File: config.mk
export PLATFORM = sky130hd
export DESIGN_NAME = fib_rec_n
export DESIGN_NICKNAME = d
export VERILOG_FILES = /design/src/rtl/fib_rec_n.sv
export SDC_FILE = /design/constraint.sdc
export NUM_CORES = 1
export LEC_CHECK = 0
export ABC_AREA = 1
export ABC_CLOCK_PERIOD_IN_PS = 5200
export BUFFER_PORTS_ARGS = -buffer_cell sky130_fd_sc_hd__buf_4
export CORE_ASPECT_RATIO = 1.2
export CORE_MARGIN = 4
export CORE_UTILIZATION = 50
export DETAILED_ROUTE_END_ITERATION = 6
export GPL_ROUTABILITY_DRIVEN = 0
export PLACE_DENSITY_LB_ADDON = 0.3
export SLEW_MARGIN = 20
export SYNTH_ARGS = -nofsm -noshare
export SYNTH_HDL_FRONTEND = slang
export SYNTH_SLANG_ARGS = --single-unit
File: constraint.sdc
create_clock -name clk -period 5.2 [get_ports clk]
set_clock_uncertainty 0.2 [all_clocks]
set_input_delay 0.52 -clock clk [delete_from_list [all_inputs] [get_ports clk]]
set_output_delay 0.52 -clock clk [all_outputs]
set_load 0.01 [all_outputs]
File: src/rtl/fib_rec_n.sv
// Tests whether a packed-BCD operand is a Fibonacci number by converting it to
// binary and walking the sequence. Define FIB_REC_INDEX_EN to report the index.
module fib_rec_n #(
    parameter int DIGITS = 2,
    parameter int BW     = $clog2(10**DIGITS) + 2
) (
    input  logic                  clk,
    input  logic                  reset,
    input  logic [4*DIGITS-1:0]   bcd_in,
    input  logic                  start,
    output logic                  busy,
    output logic                  done,
    output logic                  is_fib,
    output logic                  bcd_err,
    output logic [7:0]            fib_idx
);

    typedef enum logic [1:0] {IDLE, CONV, GEN, DONE} state_t;

    localparam logic [3:0] CNT_LAST = 4'(DIGITS - 1);

    state_t              state_q, state_d;
    logic [4*DIGITS-1:0] op_q, op_d;
    logic [BW-1:0]       value_q, value_d;
    logic [BW-1:0]       a_q, a_d;
    logic [BW-1:0]       b_q, b_d;
    logic [3:0]          cnt_q, cnt_d;
    logic                is_fib_q, is_fib_d;
    logic                bcd_err_q, bcd_err_d;
`ifdef FIB_REC_INDEX_EN
    logic [7:0]          n_q, n_d;
    logic [7:0]          fib_idx_q, fib_idx_d;
`endif

    function automatic logic has_bad_digit(input logic [4*DIGITS-1:0] bcd);
        logic bad_v;
        bad_v = 1'b0;
        for (int i = 0; i < DIGITS; i++) begin
            if (bcd[4*i +: 4] > 4'd9) bad_v = 1'b1;
        end
        return bad_v;
    endfunction

    always_ff @(posedge clk) begin
        if (reset) state_q <= IDLE;
        else       state_q <= state_d;
    end

    always_comb begin
        state_d = state_q;
        case (state_q)
            IDLE:    if (start) state_d = has_bad_digit(bcd_in) ? DONE : CONV;
            CONV:    if (cnt_q == CNT_LAST) state_d = GEN;
            GEN:     if (a_q >= value_q) state_d = DONE;
            DONE:    state_d = IDLE;
            default: state_d = IDLE;
        endcase
    end

    always_comb begin
        busy = (state_q != IDLE);
        done = (state_q == DONE);
    end

    // Datapath: operand latch, digit-serial conversion, sequence walk, result flags.
    always_comb begin
        op_d      = op_q;
        value_d   = value_q;
        a_d       = a_q;
        b_d       = b_q;
        cnt_d     = cnt_q;
        is_fib_d  = is_fib_q;
        bcd_err_d = bcd_err_q;
`ifdef FIB_REC_INDEX_EN
        n_d       = n_q;
        fib_idx_d = fib_idx_q;
`endif
        case (state_q)
            IDLE: begin
                if (start) begin
                    op_d      = bcd_in;
                    value_d   = '0;
                    cnt_d     = '0;
                    is_fib_d  = 1'b0;
                    bcd_err_d = has_bad_digit(bcd_in);
`ifdef FIB_REC_INDEX_EN
                    fib_idx_d = '0;
`endif
                end
            end
            CONV: begin
                value_d = (value_q << 3) + (value_q << 1) + BW'(op_q[4*DIGITS-1 -: 4]);
                op_d    = op_q << 4;
                cnt_d   = cnt_q + 4'd1;
                if (cnt_q == CNT_LAST) begin
                    a_d = '0;
                    b_d = BW'(1);
`ifdef FIB_REC_INDEX_EN
                    n_d = '0;
`endif
                end
            end
            GEN: begin
                if (a_q == value_q) begin
                    is_fib_d  = 1'b1;
`ifdef FIB_REC_INDEX_EN
                    fib_idx_d = n_q;
`endif
                end else if (a_q < value_q) begin
                    a_d = b_q;
                    b_d = a_q + b_q;
`ifdef FIB_REC_INDEX_EN
                    n_d = n_q + 8'd1;
`endif
                end
            end
            default: ;
        endcase
    end

    always_ff @(posedge clk) begin
        if (reset) begin
            op_q      <= '0;
            value_q   <= '0;
            a_q       <= '0;
            b_q       <= '0;
            cnt_q     <= '0;
            is_fib_q  <= 1'b0;
            bcd_err_q <= 1'b0;
`ifdef FIB_REC_INDEX_EN
            n_q       <= '0;
            fib_idx_q <= '0;
`endif
        end else begin
            op_q      <= op_d;
            value_q   <= value_d;
            a_q       <= a_d;
            b_q       <= b_d;
            cnt_q     <= cnt_d;
            is_fib_q  <= is_fib_d;
            bcd_err_q <= bcd_err_d;
`ifdef FIB_REC_INDEX_EN
            n_q       <= n_d;
            fib_idx_q <= fib_idx_d;
`endif
        end
    end

    assign is_fib  = is_fib_q;
    assign bcd_err = bcd_err_q;
`ifdef FIB_REC_INDEX_EN
    assign fib_idx = fib_idx_q;
`else
    assign fib_idx = 8'd0;
`endif

endmodule

==> results of run 1 <==
[Yosys cell counts, drive strengths merged (2+ instances only)]
library cell / n / area share
o21ai: 12 / 0.020
ha: 36 / 0.15
o21a: 2 / 0.0050
nand2: 105 / 0.15
clkbuf: 5 / 0.0063
nor2: 28 / 0.045
o22ai: 2 / 0.0042
buf: 11 / 0.032
xor2: 3 / 0.0088
a21oi: 45 / 0.092
xnor2: 5 / 0.015
fa: 3 / 0.020
or2: 3 / 0.0063
nor3: 2 / 0.0034
a31oi: 7 / 0.017
inv: 54 / 0.068
nand4: 10 / 0.021
dfxtp: 43 / 0.29
nand3b: 3 / 0.0076
nand3: 12 / 0.024
a21o: 2 / 0.0050
[worst max-delay path, cell delays in order (launching register included)]
cell and delay [ns]:
dfxtp_1 0.40, inv_1 0.08, fa_1 0.51, fa_1 0.50, o21a_1 0.22, or2_2 0.27, nand3_1 0.07, a21oi_1 0.06
[report_power, final]
group / total, mW / internal, mW / switching, mW / leakage (nW)
Clock: 0.206 / 0.0919 / 0.114 / 0.0440
Sequential: 0.395 / 0.367 / 0.0287 / 0.349
Combinational: 0.345 / 0.121 / 0.223 / 1.08
[flip-flops by register name (all words and copies together), names as in the netlist]
signal	count
a_q	9
b_q	9
bcd_err	1
cnt_q	4
is_fib	1
op_q	8
state_q	2
value_q	9
[layer usage]
layer,part of all wire,global-route usage,vias to the layer above
met5,0,0,-
met3,0.026,0.03405,6
met1,0.47,0.2121,1142
li1,-,-,1302
met4,0.011,0.05539,0
met2,0.49,0.3129,22
[cells by family after synthesis]
logic type	count (synthesis)	share of synthesized area
fa+ha+maj	39	0.1717
other cells	1	0.001261
simple gates	164	0.2559
xor+xnor	8	0.02357
buf+inv	70	0.1069
flops	43	0.2896
compound gates	73	0.1511
[cell type report]
cell class | instances | area [sq um] | share of cell area
repair buffers | 14 | 105.1 | 0.03314
flip-flops and latches | 43 | 860.8 | 0.2714
multi-input cells | 292 | 1821 | 0.5740
clock inverters | 2 | 13.76 | 0.004339
well taps | 80 | 100.1 | 0.03156
inverters | 54 | 202.7 | 0.06391
clock buffers | 5 | 68.82 | 0.02170
[how the worst min path moves through the flow]
| stage | startpoint | to | slack, ns | depth (start not counted) |
|---|---|---|---|---|
| after global routing | bcd_in[2] | op_q[2] | 0.28 | 3 |
| final | op_q[1] | op_q[1] | 0.27 | 2 |
| after CTS | op_q[0] | op_q[0] | 0.28 | 2 |
| after floorplan | op_q[0] | op_q[0] | 0.24 | 2 |
| after global placement | op_q[2] | op_q[2] | 0.26 | 2 |
| after detailed placement | op_q[3] | op_q[3] | 0.26 | 2 |
==> run_results.csv, run 1 <==
group,metric,value,unit
finish,drive_gt1_frac,0.1439,
setup_path,startpoint,"value_q[0]",
routing,first_pass_iters,4,
sta,rsz0062_at_grt,"false",
clocking,ctsResizeCount,0,
sta,worst_pin_slew,0.6875,ns
logic_synthesis,ys_seq_elements,43,
placed_design,port-buffer-count,14,
clocking,cts.sinks,43,
sta,period_needed,2.433,ns
setup_path,critPathCapture,"value_q[6]",
global_routing,grt-ovfl-total,0,
floorplanning,core,5705,sq um
clocking,path_clk_slew,0.08,ns
floorplanning,ios,23,
sta,whs,0.2738,ns
setup_path,arrival,2.39,ns
logic_synthesis,syn_area,2973,sq um
setup_path,cp-start-kind,"flop",
clocking,cts_tree,"yes",
logic_synthesis,yosys_most_used_dff,"dfxtp_1",
finish,mostFrequentLayoutCells,"92 x nand2_1, 50 x inv_1, 43 x dfxtp_1",
finish,fin_cells,490,
sta,fin_setup_tns,0,ns
routing,num_vias,2472,
floorplanning,initial_core_util,0.5211,
routing,wl_per_cell,11.83,um
floorplanning,die_area,7248,sq um
clocking,hold_buffers,0,
floorplanning,die_y,92.47,um
clocking,cts_root_buf,"clkbuf_8",
routing,drtAntennaViolNets,0,
setup_path,criticalPathCategory,"reg -> reg",
logic_synthesis,ys_warn_count,0,
sta,finalWorstSetupSlack,2.767,ns
floorplanning,num_rows,30,
clocking,worstSkewPairLatency,0.29,ns
logic_synthesis,synth_cell_type_count,40,
finish,area_growth,6.692,%
logic_synthesis,postSynthCellCount,398,
global_routing,antenna_found_initial,0,
clocking,h-tree-depth,2,
finish,layout_commonest_cell,"nand2_1",
clocking,post_cts_buffers,0,
min_path,hold_path_class,"reg -> reg",
sta,post-route-period-util,0.4679,
setup_path,cp_max_fo,4,
clocking,cts_buffer_depth,2,
placed_design,place_area,3089,sq um
sta,fmax,411.0,MHz
setup_path,reg2reg_to,"value_q[6]",
setup_path,critPathCaptureType,"flop",
setup_path,reg2reg_slack,2.77,ns
sta,relSlewSlack,0.5386,
logic_synthesis,synth_edf_count,0,
global_routing,grt_pass1_vias,2463,
finish,nFillCells,571,
routing,drc_errors,0,
placed_design,dp.cells,483,
finish,fin_util,0.5559,
routing,viasPerCell,5.045,
sta,finalSetupViolCount,0,
power,leakagePower,1.472,nW
setup_path,critPathRequiredTime,5.15,ns
power,ir_worst_vdd,0.1724,mV
power,power_density,298.2,nW/um^2
power,power,0.9459,mW
global_routing,grt_pass1_wl,10.53,mm
run,max_cap_violations,0,
placed_design,place_ws,2.774,ns
setup_path,rr_startpoint,"value_q[0]",
floorplanning,fp.dieW,78.39,um
sta,hold_viol,0,
sta,final_max_slew_viol_count,0,
clocking,numCtsBuffers,5,
logic_synthesis,syn_area_per_cell,7.469,sq um
setup_path,reg2reg_depth,7,
finish,antenna_cells,0,
routing,drt_iter0_drc,93,
finish,postLayoutCellArea,3172,sq um
global_routing,grt.total_usage,0.1761,
outcome,status,"completed",
global_routing,grt_max_degree,39,
routing,finalWirelength,5.796,mm
placed_design,dpl.hpwl,4.582,mm
finish,finalNetCount,460,
logic_synthesis,ys_seq_area_frac,0.2896,
logic_synthesis,async_flop_share,0,
No activity file was read; power rests on OpenSTA's default activity.
==> inputs of run 2 (changes only) <==
- ABC_CLOCK_PERIOD_IN_PS: 5200 -> 2500
- clock period: 5.2 -> 2.5 ns (I/O delays scaled with it)
==> run 2 against run 1 <==
Via count increased by 2.3%. Power increased by 110%. Critical path depth unchanged. Die area unchanged. Flip-flop and latch count unchanged. Design area increased by 0.99%. First-iteration DRC count increased by 7.5%. Maximum frequency increased by 5.0%. Non-clock buffer count increased by 2. Critical endpoint unchanged. Largest cell class unchanged. Largest power group unchanged.
==> run_results.csv, run 2 (synthesis gave the netlist of run 1 again) <==
group,metric,value,unit
outcome,status,"completed",
finish,antenna_cells,0,
finish,finalNetCount,462,
floorplanning,ios,23,
setup_path,crit_slowest_cell,"fa_1",
floorplanning,num_rows,30,
floorplanning,fp.dieW,78.39,um
min_path,holdPathStages,3,
setup_path,cp_max_fo,4,
setup_path,critPathRequiredTime,2.45,ns
routing,first_pass_iters,4,
clocking,cts.sinks,43,
finish,fin_cells,493,
clocking,cts_root_buf,"clkbuf_8",
min_path,hold_start,"bcd_in[2]",
floorplanning,core,5705,sq um
sta,finalSetupViolCount,0,
sta,hold_viol,0,
finish,drive_gt1_frac,0.1525,
min_path,hold_path_class,"in -> reg",
routing,drtAntennaViolNets,0,
finish,nFillCells,578,
finish,mostFrequentLayoutCells,"92 x nand2_1, 50 x inv_1, 42 x dfxtp_1",
floorplanning,die_y,92.47,um
global_routing,grt_pass1_wl,10.66,mm
floorplanning,die_area,7248,sq um
routing,drc_errors,0,
run,max_cap_violations,0,
power,ir_worst_vdd,0.4052,mV
setup_path,path_depth,7,
routing,viasPerCell,5.130,
setup_path,reg2reg_to,"value_q[6]",
placed_design,dpl.hpwl,4.670,mm
sta,period_needed,2.316,ns
clocking,numCtsBuffers,5,
min_path,min_to,"op_q[2]",
power,leakagePower,1.488,nW
clocking,cts_buffer_depth,2,
setup_path,arrival,2.27,ns
setup_path,slowest_delay,0.51,ns
global_routing,grt_pass1_vias,2572,
setup_path,cp-start-kind,"flop",
sta,final_max_slew_viol_count,0,
setup_path,criticalPathCategory,"reg -> reg",
clocking,worstSkewPairLatency,0.29,ns
routing,drt_iter0_drc,100,
setup_path,crit_chain,"inv_1 -> fa_1 -> fa_2 -> o21a_1 -> or2_2 -> nand3_1 -> a21oi_1",
clocking,h-tree-depth,2,
sta,post-route-period-util,0.9265,
setup_path,reg2reg_slack,0.18,ns
routing,wl_per_cell,12.09,um
power,power,2.026,mW
finish,multiInputGateArea,1823,sq um
power,power_density,632.6,nW/um^2
finish,seq_area,862.1,sq um
global_routing,grt-ovfl-total,0,
routing,finalWirelength,5.962,mm
sta,fmax,431.7,MHz
setup_path,crit_family,"adder cells",
global_routing,antenna_found_initial,0,
setup_path,reg2reg_depth,7,
placed_design,dp.cells,485,
setup_path,crit_buf_inv,1,
routing,num_vias,2529,
placed_design,port-buffer-count,14,
clocking,path_clk_slew,0.09,ns
finish,area_growth,7.744,%
global_routing,grt_max_degree,39,
floorplanning,initial_core_util,0.5211,
global_routing,grt.total_usage,0.1791,
sta,rsz0062_at_grt,"false",
setup_path,rr_startpoint,"value_q[0]",
sta,fin_setup_tns,0,ns
clocking,cts_tree,"yes",
clocking,post_cts_buffers,0,
setup_path,critPathCaptureType,"flop",
finish,reg.largest.list,"a_q: 9 flops, b_q: 9 flops, value_q: 9 flops",
finish,layout_commonest_cell,"nand2_1",
run 2: metal layers:
metal  wire [um]  track usage  share of wire  vias up
li1            -            -              -     1306
met1        2695       0.2002           0.45     1193
met2        3067       0.3371           0.51       24
met3         114      0.03307          0.019        6
met4          85      0.05831          0.014        0
met5           0            0              0        -
run 2: worst reg2reg max path, stage by stage (launching register included):
cell and delay, ns:
dfxtp_2 0.36, inv_1 0.06, fa_1 0.51, fa_2 0.43, o21a_1 0.20, or2_2 0.27
nand3_1 0.07, a21oi_1 0.06
run 2: worst max path at each step:
stage,from,endpoint,slack (ns)
2_1_floorplan,value_q[0],value_q[6],0.21
3_3_place_gp,value_q[0],value_q[6],0.15
3_5_place_dp,value_q[0],value_q[6],0.07
4_1_cts,value_q[0],value_q[6],0.06
5_1_grt,value_q[0],value_q[6],0.03
6_report,value_q[0],value_q[6],0.18
run 2: cell type report:
cell class              instances  share of cell area
multi-input cells             292              0.5691
flip-flops and latches         43              0.2691
inverters                      54             0.06328
repair buffers                 16             0.03750
well taps                      80             0.03125
clock buffers                   7             0.02695
clock inverters                 1            0.002734
run 2: stage by stage:
step | util | setup WS (ns) | cell area, sq um | hold slack, ns
after global placement | 0.5441 | 0.1530 | 3104 | 0.2525
after detailed placement | 0.5441 | 0.07397 | 3104 | 0.2553
after floorplan | - | 0.2062 | 2999 | 0.1987
after global routing | 0.5614 | 0.03380 | 3203 | 0.01015
after CTS | 0.5607 | 0.06062 | 3199 | 0.008458
final | 0.5614 | 0.1838 | 3203 | 0.02402
run 2: power by group:
group / switching, mW / leakage, nW / internal (mW) / total, mW
sequential: 0.0594 / 0.349 / 0.763 / 0.822
clock: 0.237 / 0.0484 / 0.227 / 0.464
combinational: 0.473 / 1.09 / 0.268 / 0.740
total: 0.769 / 1.49 / 1.26 / 2.03
run 2: repair_timing:
| item | in CTS | in global routing |
|---|---|---|
| endpoints found under the setup margin | 0 | 2 |
| hold endpoints to repair | 0 | 0 |
| gates resized for setup | 0 | 2 |
| hold buffers | 0 | 0 |
